===== config.mk =====
export PLATFORM = sky130hd
export DESIGN_NAME = mem_channel_arbiter_flat
export DESIGN_NICKNAME = d
export VERILOG_FILES = /design/src/rtl/mem_channel_arbiter_pkg.sv /design/src/rtl/mem_channel_arbiter_if.sv /design/src/rtl/mem_channel_arbiter_arb_rr2.sv /design/src/rtl/mem_channel_arbiter.sv /design/src/flat_wrapper.sv
export SDC_FILE = /design/constraint.sdc
export NUM_CORES = 1
export LEC_CHECK = 0
export BUFFER_PORTS_ARGS = -buffer_cell sky130_fd_sc_hd__buf_2
export CAP_MARGIN = 30
export CORE_AREA = 2 2 175 177
export DETAILED_ROUTE_END_ITERATION = 12
export DIE_AREA = 0 0 177 179
export GPL_TIMING_DRIVEN = 1
export PLACE_DENSITY_LB_ADDON = 0.08
export SETUP_SLACK_MARGIN = 0.05
export SYNTH_ARGS = -nofsm -noshare
export SYNTH_HDL_FRONTEND = slang
export SYNTH_SLANG_ARGS = --single-unit

===== constraint.sdc =====
create_clock -name clk -period 2.4 [get_ports clk]
set_input_delay 0.12 -clock clk [delete_from_list [all_inputs] [get_ports clk]]
set_output_delay 0.12 -clock clk [all_outputs]
set_load 0.005 [all_outputs]

===== src/rtl/mem_channel_arbiter_pkg.sv =====
// Shared types and bus widths for the cache/memory read arbiter.
package mem_channel_arbiter_pkg;

  localparam int AXI_ADDR_W = 32;
  localparam int AXI_DATA_W = 32;
  localparam int AXI_ID_W   = 4;
  localparam int AXI_LEN_W  = 8;

  typedef enum logic [1:0] {
    ARB_IDLE = 2'd0,
    ARB_ADDR = 2'd1,
    ARB_DATA = 2'd2
  } ArbState;

  typedef enum logic {
    REQ_IC = 1'b0,
    REQ_DC = 1'b1
  } MemRequester;

endpackage


===== src/rtl/mem_channel_arbiter_if.sv =====
// AXI channel interfaces; ARLEN/AWLEN carry the beat count, not beats minus one.
interface axi_read_address;
  import mem_channel_arbiter_pkg::*;
  logic [AXI_ADDR_W-1:0] araddr;
  logic [AXI_LEN_W-1:0]  arlen;
  logic [AXI_ID_W-1:0]   arid;
  logic                  arvalid;
  logic                  arready;
  modport master (output araddr, arlen, arid, arvalid, input arready);
  modport slave  (input araddr, arlen, arid, arvalid, output arready);
endinterface

interface axi_read_data;
  import mem_channel_arbiter_pkg::*;
  logic [AXI_DATA_W-1:0] rdata;
  logic [AXI_ID_W-1:0]   rid;
  logic                  rlast;
  logic                  rvalid;
  logic                  rready;
  modport master (input rdata, rid, rlast, rvalid, output rready);
  modport slave  (output rdata, rid, rlast, rvalid, input rready);
endinterface

interface axi_write_address;
  import mem_channel_arbiter_pkg::*;
  logic [AXI_ADDR_W-1:0] awaddr;
  logic [AXI_LEN_W-1:0]  awlen;
  logic [AXI_ID_W-1:0]   awid;
  logic                  awvalid;
  logic                  awready;
  modport master (output awaddr, awlen, awid, awvalid, input awready);
  modport slave  (input awaddr, awlen, awid, awvalid, output awready);
endinterface

interface axi_write_data;
  import mem_channel_arbiter_pkg::*;
  logic [AXI_DATA_W-1:0]   wdata;
  logic [AXI_DATA_W/8-1:0] wstrb;
  logic                    wlast;
  logic                    wvalid;
  logic                    wready;
  modport master (output wdata, wstrb, wlast, wvalid, input wready);
  modport slave  (input wdata, wstrb, wlast, wvalid, output wready);
endinterface

interface axi_write_response;
  import mem_channel_arbiter_pkg::*;
  logic [AXI_ID_W-1:0] bid;
  logic [1:0]          bresp;
  logic                bvalid;
  logic                bready;
  modport master (input bid, bresp, bvalid, output bready);
  modport slave  (output bid, bresp, bvalid, input bready);
endinterface


===== src/rtl/mem_channel_arbiter_arb_rr2.sv =====
// Two-way round-robin pick: a lone eligible requester wins, a tie goes to i_priority.
module arb_rr2 (
  input  logic [1:0] i_eligible,
  input  logic       i_priority,
  output logic       o_grant
);

  // Grant index selection
  always_comb begin
    o_grant = i_priority;
    case (i_eligible)
      2'b01:   o_grant = 1'b0;
      2'b10:   o_grant = 1'b1;
      2'b11:   o_grant = i_priority;
      default: o_grant = i_priority;
    endcase
  end

endmodule


===== src/rtl/mem_channel_arbiter.sv =====
// Shares one AXI memory port between I-cache and D-cache: one read burst at a time,
// round-robin between requesters, D-cache writes passed straight through.
module mem_channel_arbiter
  import mem_channel_arbiter_pkg::*;
#(
  parameter int MAX_BEATS  = 16,
  parameter int FIRST_PRIO = 1
) (
  input  logic                    clk,
  input  logic                    rst,
  axi_read_address.slave          ic_read_address,
  axi_read_data.slave             ic_read_data,
  axi_read_address.slave          dc_read_address,
  axi_read_data.slave             dc_read_data,
  axi_write_address.slave         dc_write_address,
  axi_write_data.slave            dc_write_data,
  axi_write_response.slave        dc_write_response,
  axi_read_address.master         mem_read_address,
  axi_read_data.master            mem_read_data,
  axi_write_address.master        mem_write_address,
  axi_write_data.master           mem_write_data,
  axi_write_response.master       mem_write_response,
  output logic                    proto_err
);

  localparam int CNT_W = $clog2(MAX_BEATS) + 1;
  localparam logic [1:0] S_IDLE = ARB_IDLE;
  localparam logic [1:0] S_ADDR = ARB_ADDR;
  localparam logic [1:0] S_DATA = ARB_DATA;

  logic [1:0]       r_state;
  MemRequester      r_owner;
  logic             r_prio;
  logic             r_wr_pending;
  logic             r_proto_err;
  logic [CNT_W-1:0] r_beat_cnt;

  logic [1:0]           w_elig;
  logic                 w_grant;
  logic                 w_mem_arvalid;
  logic                 w_ic_arready;
  logic                 w_dc_arready;
  logic                 w_ic_rvalid;
  logic                 w_dc_rvalid;
  logic                 w_mem_rready;
  logic [AXI_LEN_W-1:0] w_sel_arlen;
  logic [CNT_W-1:0]     w_len_clamped;
  logic                 w_ar_hs;
  logic                 w_beat;
  logic                 w_cnt_last;
  logic                 w_burst_end;
  logic                 w_dc_awready;
  logic                 w_aw_hs;
  logic                 w_b_hs;

  // A D-cache read must not overtake its own outstanding write
  assign w_elig = {dc_read_address.arvalid & ~r_wr_pending, ic_read_address.arvalid};

  arb_rr2 u_rr2 (
    .i_eligible (w_elig),
    .i_priority (r_prio),
    .o_grant    (w_grant)
  );

  // Read-channel valid/ready steering by FSM state and owner
  always_comb begin
    w_mem_arvalid = 1'b0;
    w_ic_arready  = 1'b0;
    w_dc_arready  = 1'b0;
    w_ic_rvalid   = 1'b0;
    w_dc_rvalid   = 1'b0;
    w_mem_rready  = 1'b0;
    case (r_state)
      S_ADDR: begin
        w_mem_arvalid = 1'b1;
        if (r_owner == REQ_DC) begin
          w_dc_arready = mem_read_address.arready;
        end else begin
          w_ic_arready = mem_read_address.arready;
        end
      end
      S_DATA: begin
        if (r_owner == REQ_DC) begin
          w_dc_rvalid  = mem_read_data.rvalid;
          w_mem_rready = dc_read_data.rready;
        end else begin
          w_ic_rvalid  = mem_read_data.rvalid;
          w_mem_rready = ic_read_data.rready;
        end
      end
      default: begin
        w_mem_arvalid = 1'b0;
      end
    endcase
  end

  assign w_sel_arlen = (r_owner == REQ_DC) ? dc_read_address.arlen : ic_read_address.arlen;

  // Burst length clamp: zero means one beat, oversize bursts saturate
  always_comb begin
    if (w_sel_arlen == {AXI_LEN_W{1'b0}}) begin
      w_len_clamped = CNT_W'(1);
    end else if (w_sel_arlen > AXI_LEN_W'(MAX_BEATS)) begin
      w_len_clamped = CNT_W'(MAX_BEATS);
    end else begin
      w_len_clamped = w_sel_arlen[CNT_W-1:0];
    end
  end

  assign w_ar_hs     = w_mem_arvalid & mem_read_address.arready;
  assign w_beat      = w_mem_rready & mem_read_data.rvalid;
  assign w_cnt_last  = (r_beat_cnt == CNT_W'(1));
  assign w_burst_end = w_cnt_last | mem_read_data.rlast;

  assign mem_read_address.arvalid = w_mem_arvalid;
  assign mem_read_address.araddr  = (r_owner == REQ_DC) ? dc_read_address.araddr : ic_read_address.araddr;
  assign mem_read_address.arid    = (r_owner == REQ_DC) ? dc_read_address.arid : ic_read_address.arid;
  assign mem_read_address.arlen   = w_sel_arlen;
  assign ic_read_address.arready  = w_ic_arready;
  assign dc_read_address.arready  = w_dc_arready;

  assign mem_read_data.rready = w_mem_rready;
  assign ic_read_data.rvalid  = w_ic_rvalid;
  assign dc_read_data.rvalid  = w_dc_rvalid;
  assign ic_read_data.rdata   = mem_read_data.rdata;
  assign ic_read_data.rid     = mem_read_data.rid;
  assign ic_read_data.rlast   = mem_read_data.rlast;
  assign dc_read_data.rdata   = mem_read_data.rdata;
  assign dc_read_data.rid     = mem_read_data.rid;
  assign dc_read_data.rlast   = mem_read_data.rlast;

  // Read FSM, beat counter, priority pointer and sticky length-mismatch flag
  always_ff @(posedge clk or posedge rst) begin
    if (rst) begin
      r_state     <= S_IDLE;
      r_owner     <= REQ_IC;
      r_prio      <= 1'(FIRST_PRIO);
      r_beat_cnt  <= {CNT_W{1'b0}};
      r_proto_err <= 1'b0;
    end else begin
      case (r_state)
        S_IDLE: begin
          if (|w_elig) begin
            r_owner <= MemRequester'(w_grant);
            r_state <= S_ADDR;
          end
        end
        S_ADDR: begin
          if (w_ar_hs) begin
            r_beat_cnt <= w_len_clamped;
            r_state    <= S_DATA;
          end
        end
        S_DATA: begin
          if (w_beat) begin
            r_beat_cnt <= r_beat_cnt - CNT_W'(1);
            if (w_burst_end) begin
              r_state <= S_IDLE;
              r_prio  <= ~r_owner;
              if (w_cnt_last != mem_read_data.rlast) begin
                r_proto_err <= 1'b1;
              end
            end
          end
        end
        default: begin
          r_state <= S_IDLE;
        end
      endcase
    end
  end

  assign proto_err = r_proto_err;

  // Only one write may be in flight so a later read cannot pass it
  assign w_dc_awready = mem_write_address.awready & ~r_wr_pending;
  assign w_aw_hs      = dc_write_address.awvalid & w_dc_awready;
  assign w_b_hs       = mem_write_response.bvalid & dc_write_response.bready;

  // Outstanding-write tracker; a new AW wins over a coincident B
  always_ff @(posedge clk or posedge rst) begin
    if (rst) begin
      r_wr_pending <= 1'b0;
    end else if (w_aw_hs) begin
      r_wr_pending <= 1'b1;
    end else if (w_b_hs) begin
      r_wr_pending <= 1'b0;
    end
  end

  assign mem_write_address.awaddr  = dc_write_address.awaddr;
  assign mem_write_address.awlen   = dc_write_address.awlen;
  assign mem_write_address.awid    = dc_write_address.awid;
  assign mem_write_address.awvalid = dc_write_address.awvalid;
  assign dc_write_address.awready  = w_dc_awready;

  assign mem_write_data.wdata  = dc_write_data.wdata;
  assign mem_write_data.wstrb  = dc_write_data.wstrb;
  assign mem_write_data.wlast  = dc_write_data.wlast;
  assign mem_write_data.wvalid = dc_write_data.wvalid;
  assign dc_write_data.wready  = mem_write_data.wready;

  assign dc_write_response.bid    = mem_write_response.bid;
  assign dc_write_response.bresp  = mem_write_response.bresp;
  assign dc_write_response.bvalid = mem_write_response.bvalid;
  assign mem_write_response.bready = dc_write_response.bready;

endmodule


===== src/flat_wrapper.sv =====
// flat-port wrapper written by rule: the top's interface ports become plain ports
module mem_channel_arbiter_flat import mem_channel_arbiter_pkg::*;
#(
  parameter int MAX_BEATS  = 16,
  parameter int FIRST_PRIO = 1
)
  (clk, rst, proto_err, ic_read_address_araddr, ic_read_address_arlen, ic_read_address_arid, ic_read_address_arvalid, ic_read_address_arready, ic_read_data_rdata, ic_read_data_rid, ic_read_data_rlast, ic_read_data_rvalid, ic_read_data_rready, dc_read_address_araddr, dc_read_address_arlen, dc_read_address_arid, dc_read_address_arvalid, dc_read_address_arready, dc_read_data_rdata, dc_read_data_rid, dc_read_data_rlast, dc_read_data_rvalid, dc_read_data_rready, dc_write_address_awaddr, dc_write_address_awlen, dc_write_address_awid, dc_write_address_awvalid, dc_write_address_awready, dc_write_data_wdata, dc_write_data_wstrb, dc_write_data_wlast, dc_write_data_wvalid, dc_write_data_wready, dc_write_response_bid, dc_write_response_bresp, dc_write_response_bvalid, dc_write_response_bready, mem_read_address_araddr, mem_read_address_arlen, mem_read_address_arid, mem_read_address_arvalid, mem_read_address_arready, mem_read_data_rdata, mem_read_data_rid, mem_read_data_rlast, mem_read_data_rvalid, mem_read_data_rready, mem_write_address_awaddr, mem_write_address_awlen, mem_write_address_awid, mem_write_address_awvalid, mem_write_address_awready, mem_write_data_wdata, mem_write_data_wstrb, mem_write_data_wlast, mem_write_data_wvalid, mem_write_data_wready, mem_write_response_bid, mem_write_response_bresp, mem_write_response_bvalid, mem_write_response_bready);
  axi_read_address ic_read_address_i ();
  axi_read_data ic_read_data_i ();
  axi_read_address dc_read_address_i ();
  axi_read_data dc_read_data_i ();
  axi_write_address dc_write_address_i ();
  axi_write_data dc_write_data_i ();
  axi_write_response dc_write_response_i ();
  axi_read_address mem_read_address_i ();
  axi_read_data mem_read_data_i ();
  axi_write_address mem_write_address_i ();
  axi_write_data mem_write_data_i ();
  axi_write_response mem_write_response_i ();
  input  logic clk;
  input  logic rst;
  output logic proto_err;
  input wire logic [$bits(ic_read_address_i.araddr)-1:0] ic_read_address_araddr;
  input wire logic [$bits(ic_read_address_i.arlen)-1:0] ic_read_address_arlen;
  input wire logic [$bits(ic_read_address_i.arid)-1:0] ic_read_address_arid;
  input wire logic [$bits(ic_read_address_i.arvalid)-1:0] ic_read_address_arvalid;
  output wire logic [$bits(ic_read_address_i.arready)-1:0] ic_read_address_arready;
  output wire logic [$bits(ic_read_data_i.rdata)-1:0] ic_read_data_rdata;
  output wire logic [$bits(ic_read_data_i.rid)-1:0] ic_read_data_rid;
  output wire logic [$bits(ic_read_data_i.rlast)-1:0] ic_read_data_rlast;
  output wire logic [$bits(ic_read_data_i.rvalid)-1:0] ic_read_data_rvalid;
  input wire logic [$bits(ic_read_data_i.rready)-1:0] ic_read_data_rready;
  input wire logic [$bits(dc_read_address_i.araddr)-1:0] dc_read_address_araddr;
  input wire logic [$bits(dc_read_address_i.arlen)-1:0] dc_read_address_arlen;
  input wire logic [$bits(dc_read_address_i.arid)-1:0] dc_read_address_arid;
  input wire logic [$bits(dc_read_address_i.arvalid)-1:0] dc_read_address_arvalid;
  output wire logic [$bits(dc_read_address_i.arready)-1:0] dc_read_address_arready;
  output wire logic [$bits(dc_read_data_i.rdata)-1:0] dc_read_data_rdata;
  output wire logic [$bits(dc_read_data_i.rid)-1:0] dc_read_data_rid;
  output wire logic [$bits(dc_read_data_i.rlast)-1:0] dc_read_data_rlast;
  output wire logic [$bits(dc_read_data_i.rvalid)-1:0] dc_read_data_rvalid;
  input wire logic [$bits(dc_read_data_i.rready)-1:0] dc_read_data_rready;
  input wire logic [$bits(dc_write_address_i.awaddr)-1:0] dc_write_address_awaddr;
  input wire logic [$bits(dc_write_address_i.awlen)-1:0] dc_write_address_awlen;
  input wire logic [$bits(dc_write_address_i.awid)-1:0] dc_write_address_awid;
  input wire logic [$bits(dc_write_address_i.awvalid)-1:0] dc_write_address_awvalid;
  output wire logic [$bits(dc_write_address_i.awready)-1:0] dc_write_address_awready;
  input wire logic [$bits(dc_write_data_i.wdata)-1:0] dc_write_data_wdata;
  input wire logic [$bits(dc_write_data_i.wstrb)-1:0] dc_write_data_wstrb;
  input wire logic [$bits(dc_write_data_i.wlast)-1:0] dc_write_data_wlast;
  input wire logic [$bits(dc_write_data_i.wvalid)-1:0] dc_write_data_wvalid;
  output wire logic [$bits(dc_write_data_i.wready)-1:0] dc_write_data_wready;
  output wire logic [$bits(dc_write_response_i.bid)-1:0] dc_write_response_bid;
  output wire logic [$bits(dc_write_response_i.bresp)-1:0] dc_write_response_bresp;
  output wire logic [$bits(dc_write_response_i.bvalid)-1:0] dc_write_response_bvalid;
  input wire logic [$bits(dc_write_response_i.bready)-1:0] dc_write_response_bready;
  output wire logic [$bits(mem_read_address_i.araddr)-1:0] mem_read_address_araddr;
  output wire logic [$bits(mem_read_address_i.arlen)-1:0] mem_read_address_arlen;
  output wire logic [$bits(mem_read_address_i.arid)-1:0] mem_read_address_arid;
  output wire logic [$bits(mem_read_address_i.arvalid)-1:0] mem_read_address_arvalid;
  input wire logic [$bits(mem_read_address_i.arready)-1:0] mem_read_address_arready;
  input wire logic [$bits(mem_read_data_i.rdata)-1:0] mem_read_data_rdata;
  input wire logic [$bits(mem_read_data_i.rid)-1:0] mem_read_data_rid;
  input wire logic [$bits(mem_read_data_i.rlast)-1:0] mem_read_data_rlast;
  input wire logic [$bits(mem_read_data_i.rvalid)-1:0] mem_read_data_rvalid;
  output wire logic [$bits(mem_read_data_i.rready)-1:0] mem_read_data_rready;
  output wire logic [$bits(mem_write_address_i.awaddr)-1:0] mem_write_address_awaddr;
  output wire logic [$bits(mem_write_address_i.awlen)-1:0] mem_write_address_awlen;
  output wire logic [$bits(mem_write_address_i.awid)-1:0] mem_write_address_awid;
  output wire logic [$bits(mem_write_address_i.awvalid)-1:0] mem_write_address_awvalid;
  input wire logic [$bits(mem_write_address_i.awready)-1:0] mem_write_address_awready;
  output wire logic [$bits(mem_write_data_i.wdata)-1:0] mem_write_data_wdata;
  output wire logic [$bits(mem_write_data_i.wstrb)-1:0] mem_write_data_wstrb;
  output wire logic [$bits(mem_write_data_i.wlast)-1:0] mem_write_data_wlast;
  output wire logic [$bits(mem_write_data_i.wvalid)-1:0] mem_write_data_wvalid;
  input wire logic [$bits(mem_write_data_i.wready)-1:0] mem_write_data_wready;
  input wire logic [$bits(mem_write_response_i.bid)-1:0] mem_write_response_bid;
  input wire logic [$bits(mem_write_response_i.bresp)-1:0] mem_write_response_bresp;
  input wire logic [$bits(mem_write_response_i.bvalid)-1:0] mem_write_response_bvalid;
  output wire logic [$bits(mem_write_response_i.bready)-1:0] mem_write_response_bready;
  assign ic_read_address_i.araddr = ic_read_address_araddr;
  assign ic_read_address_i.arlen = ic_read_address_arlen;
  assign ic_read_address_i.arid = ic_read_address_arid;
  assign ic_read_address_i.arvalid = ic_read_address_arvalid;
  assign ic_read_address_arready = ic_read_address_i.arready;
  assign ic_read_data_rdata = ic_read_data_i.rdata;
  assign ic_read_data_rid = ic_read_data_i.rid;
  assign ic_read_data_rlast = ic_read_data_i.rlast;
  assign ic_read_data_rvalid = ic_read_data_i.rvalid;
  assign ic_read_data_i.rready = ic_read_data_rready;
  assign dc_read_address_i.araddr = dc_read_address_araddr;
  assign dc_read_address_i.arlen = dc_read_address_arlen;
  assign dc_read_address_i.arid = dc_read_address_arid;
  assign dc_read_address_i.arvalid = dc_read_address_arvalid;
  assign dc_read_address_arready = dc_read_address_i.arready;
  assign dc_read_data_rdata = dc_read_data_i.rdata;
  assign dc_read_data_rid = dc_read_data_i.rid;
  assign dc_read_data_rlast = dc_read_data_i.rlast;
  assign dc_read_data_rvalid = dc_read_data_i.rvalid;
  assign dc_read_data_i.rready = dc_read_data_rready;
  assign dc_write_address_i.awaddr = dc_write_address_awaddr;
  assign dc_write_address_i.awlen = dc_write_address_awlen;
  assign dc_write_address_i.awid = dc_write_address_awid;
  assign dc_write_address_i.awvalid = dc_write_address_awvalid;
  assign dc_write_address_awready = dc_write_address_i.awready;
  assign dc_write_data_i.wdata = dc_write_data_wdata;
  assign dc_write_data_i.wstrb = dc_write_data_wstrb;
  assign dc_write_data_i.wlast = dc_write_data_wlast;
  assign dc_write_data_i.wvalid = dc_write_data_wvalid;
  assign dc_write_data_wready = dc_write_data_i.wready;
  assign dc_write_response_bid = dc_write_response_i.bid;
  assign dc_write_response_bresp = dc_write_response_i.bresp;
  assign dc_write_response_bvalid = dc_write_response_i.bvalid;
  assign dc_write_response_i.bready = dc_write_response_bready;
  assign mem_read_address_araddr = mem_read_address_i.araddr;
  assign mem_read_address_arlen = mem_read_address_i.arlen;
  assign mem_read_address_arid = mem_read_address_i.arid;
  assign mem_read_address_arvalid = mem_read_address_i.arvalid;
  assign mem_read_address_i.arready = mem_read_address_arready;
  assign mem_read_data_i.rdata = mem_read_data_rdata;
  assign mem_read_data_i.rid = mem_read_data_rid;
  assign mem_read_data_i.rlast = mem_read_data_rlast;
  assign mem_read_data_i.rvalid = mem_read_data_rvalid;
  assign mem_read_data_rready = mem_read_data_i.rready;
  assign mem_write_address_awaddr = mem_write_address_i.awaddr;
  assign mem_write_address_awlen = mem_write_address_i.awlen;
  assign mem_write_address_awid = mem_write_address_i.awid;
  assign mem_write_address_awvalid = mem_write_address_i.awvalid;
  assign mem_write_address_i.awready = mem_write_address_awready;
  assign mem_write_data_wdata = mem_write_data_i.wdata;
  assign mem_write_data_wstrb = mem_write_data_i.wstrb;
  assign mem_write_data_wlast = mem_write_data_i.wlast;
  assign mem_write_data_wvalid = mem_write_data_i.wvalid;
  assign mem_write_data_i.wready = mem_write_data_wready;
  assign mem_write_response_i.bid = mem_write_response_bid;
  assign mem_write_response_i.bresp = mem_write_response_bresp;
  assign mem_write_response_i.bvalid = mem_write_response_bvalid;
  assign mem_write_response_bready = mem_write_response_i.bready;
  mem_channel_arbiter #(.MAX_BEATS(MAX_BEATS), .FIRST_PRIO(FIRST_PRIO)) u_core (.clk(clk), .rst(rst), .ic_read_address(ic_read_address_i), .ic_read_data(ic_read_data_i), .dc_read_address(dc_read_address_i), .dc_read_data(dc_read_data_i), .dc_write_address(dc_write_address_i), .dc_write_data(dc_write_data_i), .dc_write_response(dc_write_response_i), .mem_read_address(mem_read_address_i), .mem_read_data(mem_read_data_i), .mem_write_address(mem_write_address_i), .mem_write_data(mem_write_data_i), .mem_write_response(mem_write_response_i), .proto_err(proto_err));
endmodule

### Word level (Yosys, flattened, before mapping)

Index checks and enable logic that the tools add are counted.

* register bits after elaboration: 11
* input bits: 226
* output and inout bits: 218

* eq/ne operators: 10
* bitwise logic cells: 9
* add/sub/neg operators: 1
* $lt $le $gt $ge: 1
* muxes and demuxes: 27
* reduce and logical (&&, ||, !) cells: 10

Operator list (count)
* $mux 32: 1
* $mux 5: 4
* $mux 1: 13
* $pmux 5 s2: 1
* $gt 8x5->1 const B: 1
* $logic_not 8->1: 1
* $mux 2: 4
* $mux 8: 1
* $ne 2x1->1 const B: 4
* $reduce_and 4->1: 2
* $and 1x1->1: 6
* $pmux 2 s3: 1
* $reduce_and 3->1: 2
* $eq 5x1->1 const B: 1
* $sub 5x1->5 const B: 1
* $eq 2x1->1 const B: 2
* $eq 2x2->1 const B: 2
* $mux 4: 1
* $reduce_bool 2->1: 2
* $logic_not 2->1: 1
* $not 1->1: 2
* $pmux 1 s2: 1
* $reduce_and 2->1: 1
* $reduce_or 2->1: 1
* other kinds (2): 2

### Logic depth before layout (Yosys ltp)

* depth after elaboration: 6
* depth in mapped cells: 7
* mapped depth without buffers: 7

### Modules after synthesis

From an unflattened synthesis, not the netlist that was laid out.

* cell total of the unflattened synthesis: 303
* area, all modules: 2533.7 sq um

Modules (own cells, without submodules)
* mem_channel_arbiter: area an instance 2502.4 sq um, instances 1, sequential area each 276.5 sq um, cells each 300
* arb_rr2: area an instance 31.3 sq um, instances 1, sequential area each 0.0 sq um, cells each 3

### Worst setup path after synthesis

OpenSTA, ideal clock, no wires.

* path kind: reg2reg
* start: register u_core.r_beat_cnt[1]
* end: register u_core.r_state[0]
* path buffers: 0
* library setup time: 0.125 ns
* stages on the path, launching flop included: 8
* data required time: 2.275 ns
* period minus slack after synthesis: 2.193 ns
* arrival: 2.068 ns
* path slack: 0.207 ns
* path through: dfrtp_1 -> inv_1 -> ha_1 -> or4b_2 -> ha_1 -> nor3_1 -> o211ai_1 -> mux2_2

* word-level cells in the longest chain between the ends: 4

Ends and longest elaborated chain
* start: declaration: line mem_channel_arbiter.sv:36 `logic [CNT_W-1:0] r_beat_cnt;`
* start signal: assignment: line mem_channel_arbiter.sv:138 `r_beat_cnt <= {CNT_W{1'b0}};`
* start signal: assignment: line mem_channel_arbiter.sv:150 `r_beat_cnt <= w_len_clamped;`
* start signal: assignment: line mem_channel_arbiter.sv:156 `r_beat_cnt <= r_beat_cnt - CNT_W'(1);`
* $eq 5x1->1: line mem_channel_arbiter.sv:112 `assign w_cnt_last = (r_beat_cnt == CNT_W'(1));`
* $or 1x1->1: line mem_channel_arbiter.sv:113 `assign w_burst_end = w_cnt_last | mem_read_data.rlast;`
* $ne 2x1->1 (no source line)
* $reduce_and 4->1 (no source line)
* end signal: assignment: line mem_channel_arbiter.sv:135 `r_state <= S_IDLE;`
* end signal: assignment: line mem_channel_arbiter.sv:145 `r_state <= S_ADDR;`
* end signal: assignment: line mem_channel_arbiter.sv:151 `r_state <= S_DATA;`
* end: declaration: line mem_channel_arbiter.sv:31 `logic [1:0] r_state;`

No other way between the ends.
A chain may end at the register's enable or synchronous reset.

### Final worst setup path

Ends and elaborated chain as after synthesis.

==> impl_summary.txt <==
----------------------------------------------------
[Synthesis]
  Commonest register cell after synthesis ... sky130_fd_sc_hd__dfrtp_1
  Part of the Yosys area used for sequential elements ... roughly a tenth
  Summed instance area of the synthesized netlist ... roughly 0.0026 mm²
  Number of flip-flops and latches in the synthesized netlist ... 11
  Biggest area contributors in the synthesized netlist ... sky130_fd_sc_hd__buf_4 (47%), sky130_fd_sc_hd__mux2_2 (20%), sky130_fd_sc_hd__dfrtp_1 (9.5%)
  Synth Instances ... 310
  Syn Nets ... approximately 550
  Average cell area after synthesis ... 8.512 µm²
  Synth async-reset ratio ... 100.0%
  Yosys warning total ... 0
  Distinct cell type count after synthesis ... 37
  Share of the synthesized area in the top cell type ... a little under half
  Count of flip-flops with a built-in enable after synthesis ... 0
  Library cell with the largest summed area after synthesis ... sky130_fd_sc_hd__buf_4

[Floorplan]
  Core area ... 0.03003 mm²
  Std cell rows ... 64
  Initial core utilization ... approximately 9%
  I/O pin count ... approximately 440
  Vertical die dimension ... between 150 and 200 µm
  Full die area ... between 0.03 and 0.04 mm²
  Floorplan die width ... approximately 180 µm

[STA]
  RSZ-0062 raised after global routing ... no
  Worst clock skew on the final layout ... roughly 0.0025 ns
  Achievable frequency ... about 460 MHz
  Setup_tns ... 0 ns
  Final hold violation count ... 0
  Final setup violation count ... 0
  Final Slew Violations ... 0
  Min cycle time layout ... ~2.2 ns
  Relative max-transition margin ... around two thirds
  Fin crit share ... between 90% and 100%
  Measured slew at the worst slew-check pin ... 0.5058 ns

[Setup path]
  CP Max Fanout ... 3
  Startpoint type of the worst setup path ... register
  Capture point of the worst path ... u_core.r_state[0]
  R2r endpoint ... u_core.r_state[0]
  Count of buffering cells on the critical path with inverters included ... 1
  R2R Path Start ... u_core.r_beat_cnt[1]
  Worst setup path category ... register to register
  Critical path depth in cells ... 7
  Worst path arrival time ... about 2.3 ns
  Cell with the biggest individual delay on the critical path ... sky130_fd_sc_hd__or4b_2
  Data required time at the worst endpoint ... between 2 and 3 ns
  Setup slack on the worst flop-to-flop path ... about 0.21 ns
  Worst setup startpoint ... u_core.r_beat_cnt[1]
  FF-to-FF path depth ... 7
  Critical path capture point type ... register
  Cell breakdown of the critical path ... inv_1 -> ha_1 -> or4b_2 -> ha_1 -> nor3_2 -> o211ai_1 -> mux2_2
  Peak per-stage delay on the critical path ... ~0.60 ns
  Library cell appearing most often on the critical path ... sky130_fd_sc_hd__ha_1
  Worst path top cell family by delay ... simple AND/OR/NAND/NOR gates

[Drt]
  First drt pass iteration count ... 4
  Average wire length per cell after detail routing ... roughly 13 µm
  Number of vias per cell ... 2.641
  DRT iter0 DRCs ... 44
  Vias ... about 1,900
  DRC Markers ... 0
  Count of antenna-violating nets left after detailed routing ... 0
  WL final ... between 9000 and 10,000 µm

[Run]
  Maxcap violations ... 0

[Place]
  Gp weighted congestion ... 0.6476
  Half-perimeter wire length of the detailed placement result ... just over 8000 µm
  Number of buffers inserted by port buffering ... around 160

[Clocking]
  Bufs on Longest Clock Path ... 2
  Worst-path clk slew ... roughly 0.050 ns
  Number of CTS-inserted buffers ... 3
  Maximum level of the CTS H-tree ... 1
  Clock tree root buffer cell ... sky130_fd_sc_hd__clkbuf_16
  Clock insertion delay at the later pin of the skew report ... 0.24 ns
  CTS tree ... done
  Post-CTS repair timing setup buffer count ... 0
  Num Clock Sinks ... 11

[Pwr]
  Internal Pwr Total ... 1.252 mW
  VDD IR-drop max ... around 0.15 mV
  Sequential power share ... roughly 17%
  Total power draw ... ~2.1 mW
  Cell area power density ... 774.9 mW/mm²
  Net switching power ... around 0.90 mW
  Static leakage power ... approximately 1.3 nW
  Sw Ratio ... about two fifths
  Relative contribution of the clock network to total power ... between 10 and 15%
  Combinational share of power ... 68.0%

[GRT]
  Total global routing overflow ... 0
  Largest net degree at the start of global routing ... 28
  Initial antenna violation count ... 2
  Total routing resource utilization after global routing ... 4.987%
  Number of global-route vias before repair ... around 1,800
  Global-route wire length before repair ... ~12,000 µm

[Layout]
  Fraction of layout instances using a drive strength above 1 ... ~73%
  Area growth from synthesis to layout ... 5.074%
  Final net count ... 540

[Status]
  Status ... complete, no violations

[Worst hold path]
  Hold Path Class ... input port to register
  Worst hold path depth ... 2

----------------------------------------------------
[cell usage after synthesis (2+ instances only)]
library cell               count
sky130_fd_sc_hd__a31oi_1       3
sky130_fd_sc_hd__or3_1         2
sky130_fd_sc_hd__nor3_1        2
sky130_fd_sc_hd__or4b_1        2
sky130_fd_sc_hd__inv_1        11
sky130_fd_sc_hd__dfrtp_1      10
sky130_fd_sc_hd__mux2_2       47
sky130_fd_sc_hd__a211oi_1      2
sky130_fd_sc_hd__ha_1          9
sky130_fd_sc_hd__a21oi_1       2
sky130_fd_sc_hd__buf_4       166
sky130_fd_sc_hd__nor2_1        4
sky130_fd_sc_hd__a31o_2        2
sky130_fd_sc_hd__o21ai_0       2
sky130_fd_sc_hd__buf_2         4
sky130_fd_sc_hd__clkbuf_1      2
sky130_fd_sc_hd__nand3_1       4
sky130_fd_sc_hd__or4_4         2
sky130_fd_sc_hd__mux2i_1       3
sky130_fd_sc_hd__nand2_1       7
sky130_fd_sc_hd__o211ai_1      2
sky130_fd_sc_hd__and3_1        3
sky130_fd_sc_hd__nand2b_1      3
sky130_fd_sc_hd__nand4_1       3
[placed cells by master (no fill, tap or decap), drive strengths merged, types with 4 or more instances in the layout]
master and count:
inv 11, nand3 4, nor2 4, buf 162, ha 9, nand2 7
clkbuf 4, dfrtp 10, mux2 47
[flip-flops by register name, summed over array words and instances (netlist names)]
signal,cells
u_core.r_state,2
u_core.r_owner,1
u_core.r_beat_cnt,5
u_core.r_wr_pending,1
u_core.proto_err,1
u_core.r_prio,1
[per-layer routing]
layer	global-route usage, %	share of wire, %
met5	0	0
met3	2.163	11
met2	8.090	49
met4	2.824	3.7
met1	5.445	37
[power by group through the flow]
stage | combinational [mW] | sequential, mW | clock [mW]
2_1_floorplan | 1.15 | 0.318 | 0
3_3_place_gp | 1.54 | 0.385 | 0
3_5_place_dp | 1.50 | 0.387 | 0
4_1_cts | 1.51 | 0.385 | 0.326
5_1_grt | 1.63 | 0.400 | 0.335
6_report | 1.46 | 0.373 | 0.314
[cells by family after synthesis]
kind of cell / after synthesis / synth area share, %
buf+inv: 184 / 50.26
flops: 11 / 10.48
compound gates: 19 / 5.453
simple gates: 37 / 8.346
fa+ha+maj: 9 / 4.268
mux: 50 / 21.20
[worst reg2reg max path: cells and delay by family, from the launching register on]
kind	cells	cell delay (ns)
buffers and inverters	1	0.09
AO/OA/AOI/OAI	1	0.17
multiplexers	1	0.30
AND/OR/NAND/NOR	2	0.77
adder cells (fa/ha/maj)	2	0.35
flip-flops	1	0.40
[what timing repair did]
item                                    CTS  global route
hold endpoints to repair                 10             0
endpoints found under the setup margin    0             2
gates resized for setup                   0             1
hold buffers                              1             0
[per-stage QoR]
stage          hold slack, ns  instance area (µm²)  worst slack (ns)  util (%)  instances
3_3_place_gp           0.2099                 2674           0.09928     8.904        695
6_report              0.08490                 2773            0.2091     9.233        702
3_5_place_dp           0.2018                 2674           0.08357     8.904        695
5_1_grt               0.08694                 2768           0.05633     9.217        700
4_1_cts               0.08571                 2763           0.05700     9.200        700
2_1_floorplan        -0.02828                 2639            0.2069         -        310
[worst min-delay path by stage]
stage	from	endpoint	slack [ns]
floorplan	rst	u_core.proto_err	-0.03
global placement	rst	u_core.r_wr_pending	0.21
detailed placement	rst	u_core.r_wr_pending	0.20
CTS	mem_write_response_bvalid	u_core.r_wr_pending	0.09
global route	mem_write_response_bvalid	u_core.r_wr_pending	0.09
finish	mem_write_response_bvalid	u_core.r_wr_pending	0.08
[area by class of cell]
type	instances	area [µm²]
multi-input cells	115	1041
clock buffers	4	78.83
inverters	11	41.29
flip-flops and latches	11	277.8
diodes	2	5.005
well taps	396	495.5
fillers	3499	27260
repair buffers	163	833.3
No activity file was read; power rests on OpenSTA's default activity.
